$ cat src/rtl/wb_intercon_pkg.sv
// Shared constants for the single-master Wishbone interconnect: slave indices,
// address windows, FSM encoding and the timeout error word.
package wb_intercon_pkg;

    localparam int NS = 5;

    localparam int SLV_ROM   = 0;
    localparam int SLV_UART  = 1;
    localparam int SLV_GPIO  = 2;
    localparam int SLV_CLINT = 3;
    localparam int SLV_PLIC  = 4;

    localparam logic [31:0] ROM_BASE   = 32'h0000_0000;
    localparam logic [31:0] ROM_MASK   = 32'hFFFF_0000;
    localparam logic [31:0] UART_BASE  = 32'h1000_0000;
    localparam logic [31:0] UART_MASK  = 32'hFFFF_F000;
    localparam logic [31:0] GPIO_BASE  = 32'h1000_1000;
    localparam logic [31:0] GPIO_MASK  = 32'hFFFF_F000;
    localparam logic [31:0] CLINT_BASE = 32'h0200_0000;
    localparam logic [31:0] CLINT_MASK = 32'hFFFF_0000;
    localparam logic [31:0] PLIC_BASE  = 32'h0C00_0000;
    localparam logic [31:0] PLIC_MASK  = 32'hFC00_0000;

    // Element k of these packed tables belongs to slave index k.
    localparam logic [NS-1:0][31:0] SLV_BASE =
        {PLIC_BASE, CLINT_BASE, GPIO_BASE, UART_BASE, ROM_BASE};
    localparam logic [NS-1:0][31:0] SLV_MASK =
        {PLIC_MASK, CLINT_MASK, GPIO_MASK, UART_MASK, ROM_MASK};

    localparam logic [31:0] ERR_DATA = 32'hDEAD_BEEF;

    typedef enum logic {
        IDLE = 1'b0,
        WAIT = 1'b1
    } state_t;

    // Keep only the lowest set bit so overlapping windows resolve to the lowest index.
    function automatic logic [NS-1:0] first_hit(input logic [NS-1:0] hits);
        return hits & (~hits + 1'b1);
    endfunction

endpackage

$ cat src/rtl/wb_intercon_if.sv
// Bundle of the upstream (core) and downstream (peripheral) Wishbone signals.
// The interconnect is a slave to the core and a master to the peripherals.
interface wb_intercon_if;
    import wb_intercon_pkg::*;

    logic [31:0]      m_adr_i;
    logic [31:0]      m_dat_i;
    logic [3:0]       m_sel_i;
    logic             m_we_i;
    logic             m_stb_i;
    logic             m_cyc_i;
    logic [31:0]      m_dat_o;
    logic             m_ack_o;
    logic             m_err_o;

    logic [31:0]      s_adr_o;
    logic [31:0]      s_dat_o;
    logic [3:0]       s_sel_o;
    logic             s_we_o;
    logic [NS-1:0]    s_stb_o;
    logic [NS-1:0]    s_cyc_o;
    logic [NS*32-1:0] s_dat_i;
    logic [NS-1:0]    s_ack_i;

    modport slave (
        input  m_adr_i, m_dat_i, m_sel_i, m_we_i, m_stb_i, m_cyc_i,
        output m_dat_o, m_ack_o, m_err_o
    );

    modport master (
        output s_adr_o, s_dat_o, s_sel_o, s_we_o, s_stb_o, s_cyc_o,
        input  s_dat_i, s_ack_i
    );

endinterface

$ cat src/rtl/wb_addr_decode.sv
// Combinational address decoder: one-hot slave select plus a miss flag.
module wb_addr_decode
    import wb_intercon_pkg::*;
(
    input  logic [31:0]   adr,
    output logic [NS-1:0] onehot,
    output logic          miss
);

    logic [NS-1:0] hit;

    always_comb begin
        hit = '0;
        for (int k = 0; k < NS; k++) begin
            hit[k] = ((adr & SLV_MASK[k]) == SLV_BASE[k]);
        end
        onehot = first_hit(hit);
        miss   = ~|hit;
    end

endmodule

$ cat src/rtl/wb_intercon.sv
// Single-master, five-slave Wishbone classic interconnect with registered
// request, one-hot slave strobes, decode-miss error and ack watchdog.
module wb_intercon
    import wb_intercon_pkg::*;
#(
    parameter int TIMEOUT = 16
) (
    input logic          wb_clk_i,
    input logic          wb_rst_i,
    wb_intercon_if.slave  core,
    wb_intercon_if.master periph
);

    localparam logic [15:0] TMO_LAST = 16'(TIMEOUT - 1);

    state_t        state_q, state_d;
    logic [15:0]   timer_q, timer_d;
    logic [NS-1:0] stb_q, stb_d;
    logic [31:0]   adr_q, adr_d;
    logic [31:0]   wdat_q, wdat_d;
    logic [3:0]    sel_q, sel_d;
    logic          we_q, we_d;
    logic [31:0]   rdat_q, rdat_d;
    logic          ack_q, ack_d;
    logic          err_q, err_d;

    logic [NS-1:0] dec_onehot;
    logic          dec_miss;
    logic          sel_ack;
    logic [31:0]   sel_dat;
    logic          req;

    wb_addr_decode u_decode (
        .adr    (core.m_adr_i),
        .onehot (dec_onehot),
        .miss   (dec_miss)
    );

    // Only the strobed slave's ack and data are visible; strays are masked off.
    always_comb begin
        sel_ack = |(periph.s_ack_i & stb_q);
        sel_dat = '0;
        for (int k = 0; k < NS; k++) begin
            if (stb_q[k]) begin
                sel_dat = sel_dat | periph.s_dat_i[32*k +: 32];
            end
        end
    end

    // A response pulse on the bus blocks a new request for that cycle.
    assign req = core.m_cyc_i & core.m_stb_i & ~ack_q & ~err_q;

    always_comb begin
        state_d = state_q;
        timer_d = timer_q;
        stb_d   = stb_q;
        adr_d   = adr_q;
        wdat_d  = wdat_q;
        sel_d   = sel_q;
        we_d    = we_q;
        rdat_d  = rdat_q;
        ack_d   = 1'b0;
        err_d   = 1'b0;

        unique case (state_q)
            IDLE: begin
                if (req) begin
                    if (dec_miss) begin
                        err_d  = 1'b1;
                        rdat_d = '0;
                    end else begin
                        adr_d   = core.m_adr_i;
                        wdat_d  = core.m_dat_i;
                        sel_d   = core.m_sel_i;
                        we_d    = core.m_we_i;
                        stb_d   = dec_onehot;
                        timer_d = '0;
                        state_d = WAIT;
                    end
                end
            end
            WAIT: begin
                if (!core.m_cyc_i) begin
                    stb_d   = '0;
                    state_d = IDLE;
                end else if (sel_ack) begin
                    if (!we_q) begin
                        rdat_d = sel_dat;
                    end
                    ack_d   = 1'b1;
                    stb_d   = '0;
                    state_d = IDLE;
                end else if (timer_q == TMO_LAST) begin
                    err_d   = 1'b1;
                    rdat_d  = ERR_DATA;
                    stb_d   = '0;
                    state_d = IDLE;
                end else begin
                    timer_d = timer_q + 16'd1;
                end
            end
            default: begin
                stb_d   = '0;
                state_d = IDLE;
            end
        endcase
    end

    always_ff @(posedge wb_clk_i) begin
        if (wb_rst_i) begin
            state_q <= IDLE;
            timer_q <= '0;
            stb_q   <= '0;
            adr_q   <= '0;
            wdat_q  <= '0;
            sel_q   <= '0;
            we_q    <= 1'b0;
            rdat_q  <= '0;
            ack_q   <= 1'b0;
            err_q   <= 1'b0;
        end else begin
            state_q <= state_d;
            timer_q <= timer_d;
            stb_q   <= stb_d;
            adr_q   <= adr_d;
            wdat_q  <= wdat_d;
            sel_q   <= sel_d;
            we_q    <= we_d;
            rdat_q  <= rdat_d;
            ack_q   <= ack_d;
            err_q   <= err_d;
        end
    end

    assign core.m_dat_o   = rdat_q;
    assign core.m_ack_o   = ack_q;
    assign core.m_err_o   = err_q;
    assign periph.s_adr_o = adr_q;
    assign periph.s_dat_o = wdat_q;
    assign periph.s_sel_o = sel_q;
    assign periph.s_we_o  = we_q;
    assign periph.s_stb_o = stb_q;
    assign periph.s_cyc_o = stb_q;

endmodule

$ cat src/flat_wrapper.sv
// flat-port wrapper written by rule: the top's interface ports become plain ports
module wb_intercon_flat import wb_intercon_pkg::*;
#(
    parameter int TIMEOUT = 16
)
  (wb_clk_i, wb_rst_i, core_m_adr_i, core_m_dat_i, core_m_sel_i, core_m_we_i, core_m_stb_i, core_m_cyc_i, core_m_dat_o, core_m_ack_o, core_m_err_o, periph_s_adr_o, periph_s_dat_o, periph_s_sel_o, periph_s_we_o, periph_s_stb_o, periph_s_cyc_o, periph_s_dat_i, periph_s_ack_i);
  wb_intercon_if core_i ();
  wb_intercon_if periph_i ();
  input logic wb_clk_i;
  input logic wb_rst_i;
  input wire logic [$bits(core_i.m_adr_i)-1:0] core_m_adr_i;
  input wire logic [$bits(core_i.m_dat_i)-1:0] core_m_dat_i;
  input wire logic [$bits(core_i.m_sel_i)-1:0] core_m_sel_i;
  input wire logic [$bits(core_i.m_we_i)-1:0] core_m_we_i;
  input wire logic [$bits(core_i.m_stb_i)-1:0] core_m_stb_i;
  input wire logic [$bits(core_i.m_cyc_i)-1:0] core_m_cyc_i;
  output wire logic [$bits(core_i.m_dat_o)-1:0] core_m_dat_o;
  output wire logic [$bits(core_i.m_ack_o)-1:0] core_m_ack_o;
  output wire logic [$bits(core_i.m_err_o)-1:0] core_m_err_o;
  output wire logic [$bits(periph_i.s_adr_o)-1:0] periph_s_adr_o;
  output wire logic [$bits(periph_i.s_dat_o)-1:0] periph_s_dat_o;
  output wire logic [$bits(periph_i.s_sel_o)-1:0] periph_s_sel_o;
  output wire logic [$bits(periph_i.s_we_o)-1:0] periph_s_we_o;
  output wire logic [$bits(periph_i.s_stb_o)-1:0] periph_s_stb_o;
  output wire logic [$bits(periph_i.s_cyc_o)-1:0] periph_s_cyc_o;
  input wire logic [$bits(periph_i.s_dat_i)-1:0] periph_s_dat_i;
  input wire logic [$bits(periph_i.s_ack_i)-1:0] periph_s_ack_i;
  assign core_i.m_adr_i = core_m_adr_i;
  assign core_i.m_dat_i = core_m_dat_i;
  assign core_i.m_sel_i = core_m_sel_i;
  assign core_i.m_we_i = core_m_we_i;
  assign core_i.m_stb_i = core_m_stb_i;
  assign core_i.m_cyc_i = core_m_cyc_i;
  assign core_m_dat_o = core_i.m_dat_o;
  assign core_m_ack_o = core_i.m_ack_o;
  assign core_m_err_o = core_i.m_err_o;
  assign periph_s_adr_o = periph_i.s_adr_o;
  assign periph_s_dat_o = periph_i.s_dat_o;
  assign periph_s_sel_o = periph_i.s_sel_o;
  assign periph_s_we_o = periph_i.s_we_o;
  assign periph_s_stb_o = periph_i.s_stb_o;
  assign periph_s_cyc_o = periph_i.s_cyc_o;
  assign periph_i.s_dat_i = periph_s_dat_i;
  assign periph_i.s_ack_i = periph_s_ack_i;
  wb_intercon #(.TIMEOUT(TIMEOUT)) u_core (.wb_clk_i(wb_clk_i), .wb_rst_i(wb_rst_i), .core(core_i), .periph(periph_i));
endmodule
$ cat config.mk
export PLATFORM = sky130hd
export DESIGN_NAME = wb_intercon_flat
export DESIGN_NICKNAME = d
export VERILOG_FILES = /design/src/rtl/wb_intercon_pkg.sv /design/src/rtl/wb_intercon_if.sv /design/src/rtl/wb_addr_decode.sv /design/src/rtl/wb_intercon.sv /design/src/flat_wrapper.sv
export SDC_FILE = /design/constraint.sdc
export NUM_CORES = 1
export LEC_CHECK = 0
export ABC_AREA = 0
export BUFFER_PORTS_ARGS = -buffer_cell sky130_fd_sc_hd__buf_2
export CAP_MARGIN = 5
export CORE_AREA = 2 2 137 139
export DETAILED_ROUTE_END_ITERATION = 7
export DIE_AREA = 0 0 139 141
export GPL_TIMING_DRIVEN = 0
export PLACE_DENSITY = 0.62
export SLEW_MARGIN = 0
export SYNTH_ARGS = -nofsm -noshare
export SYNTH_HDL_FRONTEND = slang
export SYNTH_SLANG_ARGS = --single-unit
$ cat constraint.sdc
create_clock -name wb_clk_i -period 3.6 [get_ports wb_clk_i]
set_clock_uncertainty 0.2 [all_clocks]
set_input_delay 0.36 -clock wb_clk_i [delete_from_list [all_inputs] [get_ports wb_clk_i]]
set_output_delay 0.36 -clock wb_clk_i [all_outputs]
set_load 0.02 [all_outputs]
==> summary.txt, run 1 <==
Floorplanning
  – Die Width: 139 um
  – Die Area: 0.0196 sq mm
  – Ports: 351
  – Core area: 0.0183 sq mm
  – Die Span Y: 141 um
  – Initial Util: 32.3%
  – Row cnt: 50

Synthesis
  – Area leader, netlist: dfxtp_1
  – Seq/Total Area, Yosys: 42.4%
  – #FFs+latches synth: 125
  – Synth cell types: 36
  – FFs w/ async S/R, synth: 0%
  – Cell count after synthesis: 714
  – Top FF cell, synth: dfxtp_1
  – Count leader, synth: dfxtp_1
  – Synthesized area: 0.00591 sq mm
  – Synth area leaders: dfxtp_1, o21ai_0, a21oi_1, nand3_1, a222oi_1
  – Ys Warns: 0
  – Synthesized Nets: 953
  – Yosys top cell area share: 42.4%
  – Mean Syn Cell Area: 8.27 sq um
  – EDFF count, synth: 0
  – Most instantiated cells after synthesis: dfxtp_1, o21ai_0, a21oi_1

Drt
  – Drt total wl: 25200 um
  – Wirelength per Cell: 18.3 um
  – Post-route DRC: 0
  – Vias: 7223
  – Met3 routed WL: 2060 um
  – First-pass iteration count of the detailed router: 6
  – Vias per Instance: 5.24
  – Top routing layer used: met4
  – Metal2 WL: 11900 um
  – Wl on met1: 10300 um
  – Drt initial violations: 444
  – Routed Antenna Nets: 0

CTS
  – H-Tree Depth: 4
  – Reg clk slew, reported paths: 0.06 ns
  – Root Driver: clkbuf_16
  – Clock sinks: 125
  – Max clock buf depth: 2
  – Setup Buffers After CTS: 0
  – Clock Latency Late Sink: 0.41 ns
  – CTS tree: yes
  – CTS buffer count: 17

Global route
  – Initial antenna violation count: 4
  – Global-route wire length before repair: 38400 um
  – Via count of the first global-routing pass: 7072
  – Largest net degree at the start of global routing: 17
  – GRT overflow: 0
  – GR Util All Layers: 24.8%

Setup path
  – Top delay family on crit path: buffers and inverters
  – Reg2reg end: u_core.core.m_dat_o[24]$_SDFFE_PP0P_
  – Crit start category: input port
  – Setup crit end kind: flop
  – Worst R2R Start: u_core.periph.s_cyc_o[0]$_SDFFE_PP0P_
  – Crit path kind: input port to flop
  – Bufs and invs on worst path: 3
  – CP cell instances: dlygate4sd3_1 -> buf_2 -> nor4_1 -> nand4_1 -> o21a_1 -> o21ai_0 -> clkbuf_1 -> nor2_1
  – R2r setup slk: 0.76 ns
  – Crit path max fanout: 10
  – Slowest CP cell: o21ai_0
  – Worst reg-to-reg path cell count: 8
  – Req. time, crit path: 3.68 ns
  – Critical Path Max Stage Delay: 0.54 ns
  – CP arrival: 2.99 ns

STA
  – Max Slew Vio Count: 0
  – Fmax: 344 MHz
  – Endpoints failing setup: 0
  – Final TNS setup: 0 ns
  – Tmin final: 2.91 ns
  – Worst rel slew slack: 39.5%
  – Slew @ Worst Pin: 0.900 ns
  – Final hold vios: 0
  – Period utilization: 80.8%
  – Unrepaired setup endpoints after global routing: no

Pwr
  – LEAKAGE: 4.12 nW
  – Pwr Density: 382 mW/mm^2
  – Max rail drop VDD: 0.000281 V

Worst hold path
  – Hold Path Depth: 3
  – Worst min path class: input port to flop
  – WHS Endpoint: u_core.periph.s_adr_o[0]$_SDFFE_PP0P_
  – Hold_sp: core_m_adr_i[0]

Layout
  – Area Growth Syn to Fin: 52.8%
  – NumNets Final: 1367
  – Non-filler cells, final: 1378
  – Share of cells above drive strength 1: 35.2%
  – Final std cell area, no fill: 0.00902 sq mm

Placed design
  – DP Cell Count: 1297
  – Detailed placement HPWL: 19200 um
  – Post-Place Cell Area: 0.00795 sq mm
  – GP Congestion: 0.874
  – # port buffers: 349

Job
  – Max capacitance violation total: 0

Status
  – Status: finished clean
-- through the flow --
stage          worst slack, ns  power, mW  utilization, %  hold slack, ns
2_1_floorplan             1.15       1.49               -           0.270
3_3_place_gp             0.614       1.66            43.5           0.243
3_5_place_dp             0.568       1.67            43.5           0.250
4_1_cts                  0.678       3.49            49.3         0.00197
5_1_grt                  0.439       3.58            49.4          0.0160
6_report                 0.690       3.45            49.4          0.0168
-- cells by family (layout without fill, tap and decap cells) --
family / Yosys count / count (layout) / synth area share, %
fa+ha+maj: 1 / 1 / 0.212
mux: 37 / 37 / 6.48
xor+xnor: 14 / 14 / 2.08
other cells: 0 / 4 / 0
compound gates: 240 / 240 / 25.2
simple gates: 212 / 212 / 17.4
buf+inv: 85 / 511 / 6.27
flops: 125 / 125 / 42.4
-- per-layer routing --
metal / vias up / track usage, %
li1: 3478 / -
met1: 3332 / 29.5
met2: 356 / 41.4
met3: 57 / 6.79
met4: 0 / 12.3
met5: - / 0
-- cell usage in the layout, fill, tap and decap left out, types with 2 or more instances in the layout --
master,count
a21oi_1,75
a222oi_1,33
a22oi_1,33
and2_1,2
and3_1,7
buf_2,354
buf_4,6
buf_6,3
bufinv_16,3
clkbuf_1,68
clkbuf_16,17
clkbuf_8,3
clkinv_2,2
clkinvlp_4,4
dfxtp_1,125
diode_2,4
dlygate4sd3_1,46
inv_1,3
mux2_1,6
mux2_2,4
mux2i_1,27
nand2_1,63
nand3_1,69
nand4_1,16
nor2_1,20
nor2b_1,14
nor3_1,9
nor4_1,8
o21ai_0,92
or2_2,2
xnor2_1,3
xor2_1,11
-- registers in the layout, summed over array words and instances, names as in the netlist, 4 cells and up --
register,flops
u_core.periph.s_cyc_o,5
u_core.periph.s_sel_o,4
u_core.periph.s_dat_o,32
u_core.core.m_dat_o,32
u_core.timer_q,16
u_core.periph.s_adr_o,32
-- worst reg2reg max path: cells and delay by family (launching register included) --
kind            cells  cell delay (ns)
flops               1             0.33
compound gates      2             0.94
simple gates        1             0.20
mux                 2             0.45
buf+inv             3             0.60
-- final cells by class --
cell class,count,area [sq um]
fillers,1826,9240
multi-input cells,504,3030
flip-flops and latches,125,2500
repair buffers,395,2210
clock buffers,21,470
plain buffers,81,355
well taps,234,293
clock inverters,10,139
inverters,4,15.0
diodes,4,10.0
-- power breakdown --
part | internal, mW | total [mW] | switching, mW
Combinational | 0.148 | 0.288 | 0.140
Sequential | 1.39 | 1.39 | 0.00115
Clock | 1.14 | 1.78 | 0.637
-- worst max-delay path by stage --
stage                                            to  depth (start not counted)  slack [ns]                                   from
4_1_cts        u_core.core.m_dat_o[24]$_SDFFE_PP0P_                          8        0.68  u_core.periph.s_cyc_o[0]$_SDFFE_PP0P_
6_report            u_core.timer_q[13]$_SDFFE_PP0P_                          8        0.69                       core_m_adr_i[22]
5_1_grt              u_core.timer_q[5]$_SDFFE_PP0P_                          8        0.44         u_core.core.m_ack_o$_SDFF_PP0_
3_3_place_gp         u_core.timer_q[8]$_SDFFE_PP0P_                          8        0.61                           core_m_cyc_i
3_5_place_dp        u_core.timer_q[12]$_SDFFE_PP0P_                          8        0.57                           core_m_cyc_i
2_1_floorplan  u_core.core.m_dat_o[20]$_SDFFE_PP0P_                          8        1.15  u_core.periph.s_cyc_o[0]$_SDFFE_PP0P_
-- repair_timing --
item                                   in CTS  in global routing
gates resized for setup                     0                  0
endpoints found under the hold margin      46                  0
hold buffers                               46                  0
setup endpoints to repair                   0                  0
Power figures use the tool's default switching activity.
==> run 2: changes to the inputs <==
--- a/config.mk
+++ b/config.mk
@@ -5,14 +5,14 @@
 export SDC_FILE = /design/constraint.sdc
 export NUM_CORES = 1
 export LEC_CHECK = 0
-export ABC_AREA = 0
+export ABC_AREA = 1
 export BUFFER_PORTS_ARGS = -buffer_cell sky130_fd_sc_hd__buf_2
 export CAP_MARGIN = 5
-export CORE_AREA = 2 2 137 139
+export CORE_AREA = 2 2 135 137
 export DETAILED_ROUTE_END_ITERATION = 7
-export DIE_AREA = 0 0 139 141
+export DIE_AREA = 0 0 137 139
 export GPL_TIMING_DRIVEN = 0
-export PLACE_DENSITY = 0.62
+export PLACE_DENSITY = 0.67
 export SLEW_MARGIN = 0
 export SYNTH_ARGS = -nofsm -noshare
 export SYNTH_HDL_FRONTEND = slang
==> constraint.sdc (replaced) <==
create_clock -name wb_clk_i -period 3 [get_ports wb_clk_i]
set_clock_uncertainty 0.2 [all_clocks]
set_input_delay 0.3 -clock wb_clk_i [delete_from_list [all_inputs] [get_ports wb_clk_i]]
set_output_delay 0.3 -clock wb_clk_i [all_outputs]
set_load 0.02 [all_outputs]
==> summary.txt, run 2 <==
Job
  – Max capacitance violation total: 0 (unchanged)

Setup path
  – CP endpoint: u_core.periph.s_dat_o[28]$_SDFFE_PP0P_ (was u_core.timer_q[13]$_SDFFE_PP0P_)
  – Top delay family on crit path: buffers and inverters (unchanged)
  – Critical Path Stages: 14 (was 8)
  – Reg2reg end: u_core.core.m_dat_o[8]$_SDFFE_PP0P_ (was u_core.core.m_dat_o[24]$_SDFFE_PP0P_)
  – Cell mode on critical path: nor2_1
  – Worst reg-to-reg path cell count: 11 (was 8)
  – Req. time, crit path: 3.09 ns (was 3.68 ns)
  – Bufs and invs on worst path: 4 (was 3)
  – R2r setup slk: 0.58 ns (was 0.76 ns)
  – CP cell instances: dlygate4sd3_1 -> buf_2 -> nor2_1 -> nand2_1 -> nor2_1 -> nand3_1 -> nand2_1 -> nor2_1 -> nand2_2 -> nand2_2 -> buf_6 -> clkbuf_2 -> o21ai_0 -> nor2_1 (was dlygate4sd3_1 -> buf_2 -> nor4_1 -> nand4_1 -> o21a_1 -> o21ai_0 -> clkbuf_1 -> nor2_1)
  – Crit start category: input port (unchanged)
  – Slowest CP cell: dlygate4sd3_1 (was o21ai_0)
  – Crit path max fanout: 10 (unchanged)
  – Worst Setup SP: core_m_adr_i[22] (unchanged)
  – Critical Path Max Stage Delay: 0.55 ns (was 0.54 ns)
  – Worst R2R Start: u_core.periph.s_cyc_o[0]$_SDFFE_PP0P_ (unchanged)
  – CP arrival: 2.57 ns (was 2.99 ns)
  – Crit path kind: input port to flop (unchanged)
  – Setup crit end kind: flop (unchanged)

CTS
  – Root Driver: clkbuf_16 (unchanged)
  – Reg clk slew, reported paths: 0.06 ns (about the same)
  – H-Tree Depth: 4 (unchanged)
  – CTS buffer count: 17 (unchanged)
  – CTS tree: yes (unchanged)
  – Clock sinks: 125 (unchanged)
  – Setup Buffers After CTS: 0 (unchanged)
  – Clock Latency Late Sink: 0.41 ns (about the same)
  – Max clock buf depth: 2 (unchanged)
  – Resized cells post-CTS: 0 (unchanged)

Drt
  – First-pass iteration count of the detailed router: 5 (was 6)
  – Vias: 8299 (was 7223)
  – Drt initial violations: 563 (was 444)
  – Wirelength per Cell: 16.8 um (was 18.3 um)
  – Drt total wl: 28300 um (was 25200 um)
  – Routed Antenna Nets: 0 (unchanged)
  – Vias per Instance: 4.93 (was 5.24)
  – Post-route DRC: 0 (unchanged)

Synthesis
  – Synthesized area: 0.00651 sq mm (was 0.00591 sq mm)
  – Synth cell types: 32 (was 36)
  – Ys Warns: 0 (unchanged)
  – Synth area leaders: dfxtp_1, nand2_1, nor2_1, nand3_1, o21ai_0 (was dfxtp_1, o21ai_0, a21oi_1, nand3_1, a222oi_1)
  – #FFs+latches synth: 125 (unchanged)
  – Most instantiated cells after synthesis: nand2_1, nor2_1, dfxtp_1 (was dfxtp_1, o21ai_0, a21oi_1)
  – FFs w/ async S/R, synth: 0% (unchanged)
  – Count leader, synth: nand2_1 (was dfxtp_1)
  – Seq/Total Area, Yosys: 38.5% (was 42.4%)
  – Yosys top cell area share: 38.5% (was 42.4%)
  – Cell count after synthesis: 1007 (was 714)
  – Mean Syn Cell Area: 6.46 sq um (was 8.27 sq um)
  – Area leader, netlist: dfxtp_1 (unchanged)
  – Top FF cell, synth: dfxtp_1 (unchanged)
  – EDFF count, synth: 0 (unchanged)
  – Synthesized Nets: 1246 (was 953)

Floorplanning
  – Row cnt: 49 (was 50)
  – Initial Util: 36.9% (was 32.3%)
  – Die Span Y: 139 um (was 141 um)
  – Core area: 0.0177 sq mm (was 0.0183 sq mm)
  – Ports: 351 (unchanged)
  – Die Width: 137 um (was 139 um)
  – Die Area: 0.0190 sq mm (was 0.0196 sq mm)

STA
  – Worst rel slew slack: 56.4% (was 39.5%)
  – Final hold vios: 0 (unchanged)
  – Unrepaired setup endpoints after global routing: no (unchanged)
  – Hold_ws: 0.00753 ns (was 0.0168 ns)
  – Tmin final: 2.48 ns
  – Final TNS setup: 0 ns (unchanged)
  – Fmax: 403 MHz
  – Max Slew Vio Count: 0 (unchanged)
  – Period utilization: 82.6%
  – Endpoints failing setup: 0 (unchanged)
  – Slew @ Worst Pin: 0.651 ns (was 0.900 ns)

Placed design
  – Detailed placement HPWL: 21800 um (was 19200 um)
  – # port buffers: 349 (unchanged)
  – Post-Place Cell Area: 0.00854 sq mm (was 0.00795 sq mm)
  – GP Congestion: 0.958 (was 0.874)

Pwr
  – Max rail drop VDD: 0.000317 V (was 0.000281 V)
  – LEAKAGE: 4.75 nW (was 4.12 nW)
  – Pwr Density: 430 mW/mm^2 (was 382 mW/mm^2)
  – Total design power: 4.19 mW (was 3.45 mW)

Global route
  – Initial antenna violation count: 7 (was 4)
  – GRT overflow: 0 (unchanged)
  – Via count of the first global-routing pass: 8121 (was 7072)
  – Global-route wire length before repair: 42700 um (was 38400 um)
  – Largest net degree at the start of global routing: 17 (unchanged)
  – GR Util All Layers: 28.8% (was 24.8%)

Layout
  – NumNets Final: 1676 (was 1367)
  – Area Growth Syn to Fin: 49.8% (was 52.8%)
  – Share of cells above drive strength 1: 29.6% (was 35.2%)
  – Fill count: 1743 (was 1826)
  – Most frequent cells in the layout: buf_2, nand2_1, nor2_1 (was buf_2, dfxtp_1, o21ai_0)
  – Final std cell area, no fill: 0.00975 sq mm (was 0.00902 sq mm)
  – Most common cell after layout, fill and taps aside: buf_2 (unchanged)

Status
  – Status: finished clean (unchanged)

Worst hold path
  – Worst min path class: input port to flop (unchanged)
[run 2: final cells by class]
cell class	count	area (sq um)	area share [%]
antenna	6	15.0	0.154
tap	229	287	2.94
clock buffer	17	425	4.36
buffer	77	443	4.54
inverter	31	116	1.19
timing repair buffer	411	2370	24.3
multi-input combinational	774	3450	35.3
clock inverter	14	146	1.50
sequential	125	2500	25.7
[run 2: per-stage QoR]
stage	setup slack [ns]	utilization, %	cells
3_3_place_gp	0.539	48.4	1585
2_1_floorplan	1.05	-	1007
4_1_cts	0.524	55.1	1678
6_report	0.521	55.2	1684
5_1_grt	0.363	55.2	1684
3_5_place_dp	0.546	48.4	1585
[run 2: routing by layer]
layer  vias up  track usage (%)  share of wire [%]
li1       4134                -                  -
met1      3748             33.7                 40
met2       367             51.1                 49
met3        48             7.09                8.2
met4         2             9.33                2.2
met5         -                0              0.046
[run 2: logic make-up after synthesis]
family          synth area share (%)
compound gates                  14.4
xor+xnor                        1.62
fa+ha+maj                      0.192
buf+inv                         8.59
flops                           38.5
simple gates                    36.8
[run 2: timing repair]
item,CTS,global route
hold buffers,62,0
endpoints found under the hold margin,62,0
setup endpoints to repair,0,0
[run 2: report_power, final]
| group | switching, mW | leakage (nW) | internal [mW] |
|---|---|---|---|
| clock network | 0.776 | 0.275 | 1.22 |
| registers | 0.0170 | 1.01 | 1.69 |
| logic | 0.247 | 3.46 | 0.241 |
[run 2: worst min-delay path by stage]
stage / to / start / cells after the start / slack [ns]
2_1_floorplan: u_core.core.m_ack_o$_SDFF_PP0_ / core_m_cyc_i / 2 / 0.25
3_3_place_gp: u_core.periph.s_adr_o[31]$_SDFFE_PP0P_ / u_core.periph.s_adr_o[31]$_SDFFE_PP0P_ / 2 / 0.24
3_5_place_dp: u_core.periph.s_adr_o[30]$_SDFFE_PP0P_ / u_core.periph.s_adr_o[30]$_SDFFE_PP0P_ / 2 / 0.25
4_1_cts: u_core.core.m_ack_o$_SDFF_PP0_ / core_m_cyc_i / 3 / 0.002
5_1_grt: u_core.core.m_ack_o$_SDFF_PP0_ / core_m_cyc_i / 3 / 0.02
6_report: u_core.core.m_ack_o$_SDFF_PP0_ / core_m_cyc_i / 3 / 0.008
[run 2: worst reg2reg max path: stages, from the launching register on]
cell and delay [ns]:
dfxtp_1 0.43, buf_2 0.23, a22o_1 0.16, nor2_1 0.04, nand2_1 0.08, clkinv_1 0.08
buf_4 0.18, nor2_1 0.51, nand2_1 0.19, nand3_1 0.13, nand2_1 0.05, nor2_1 0.09
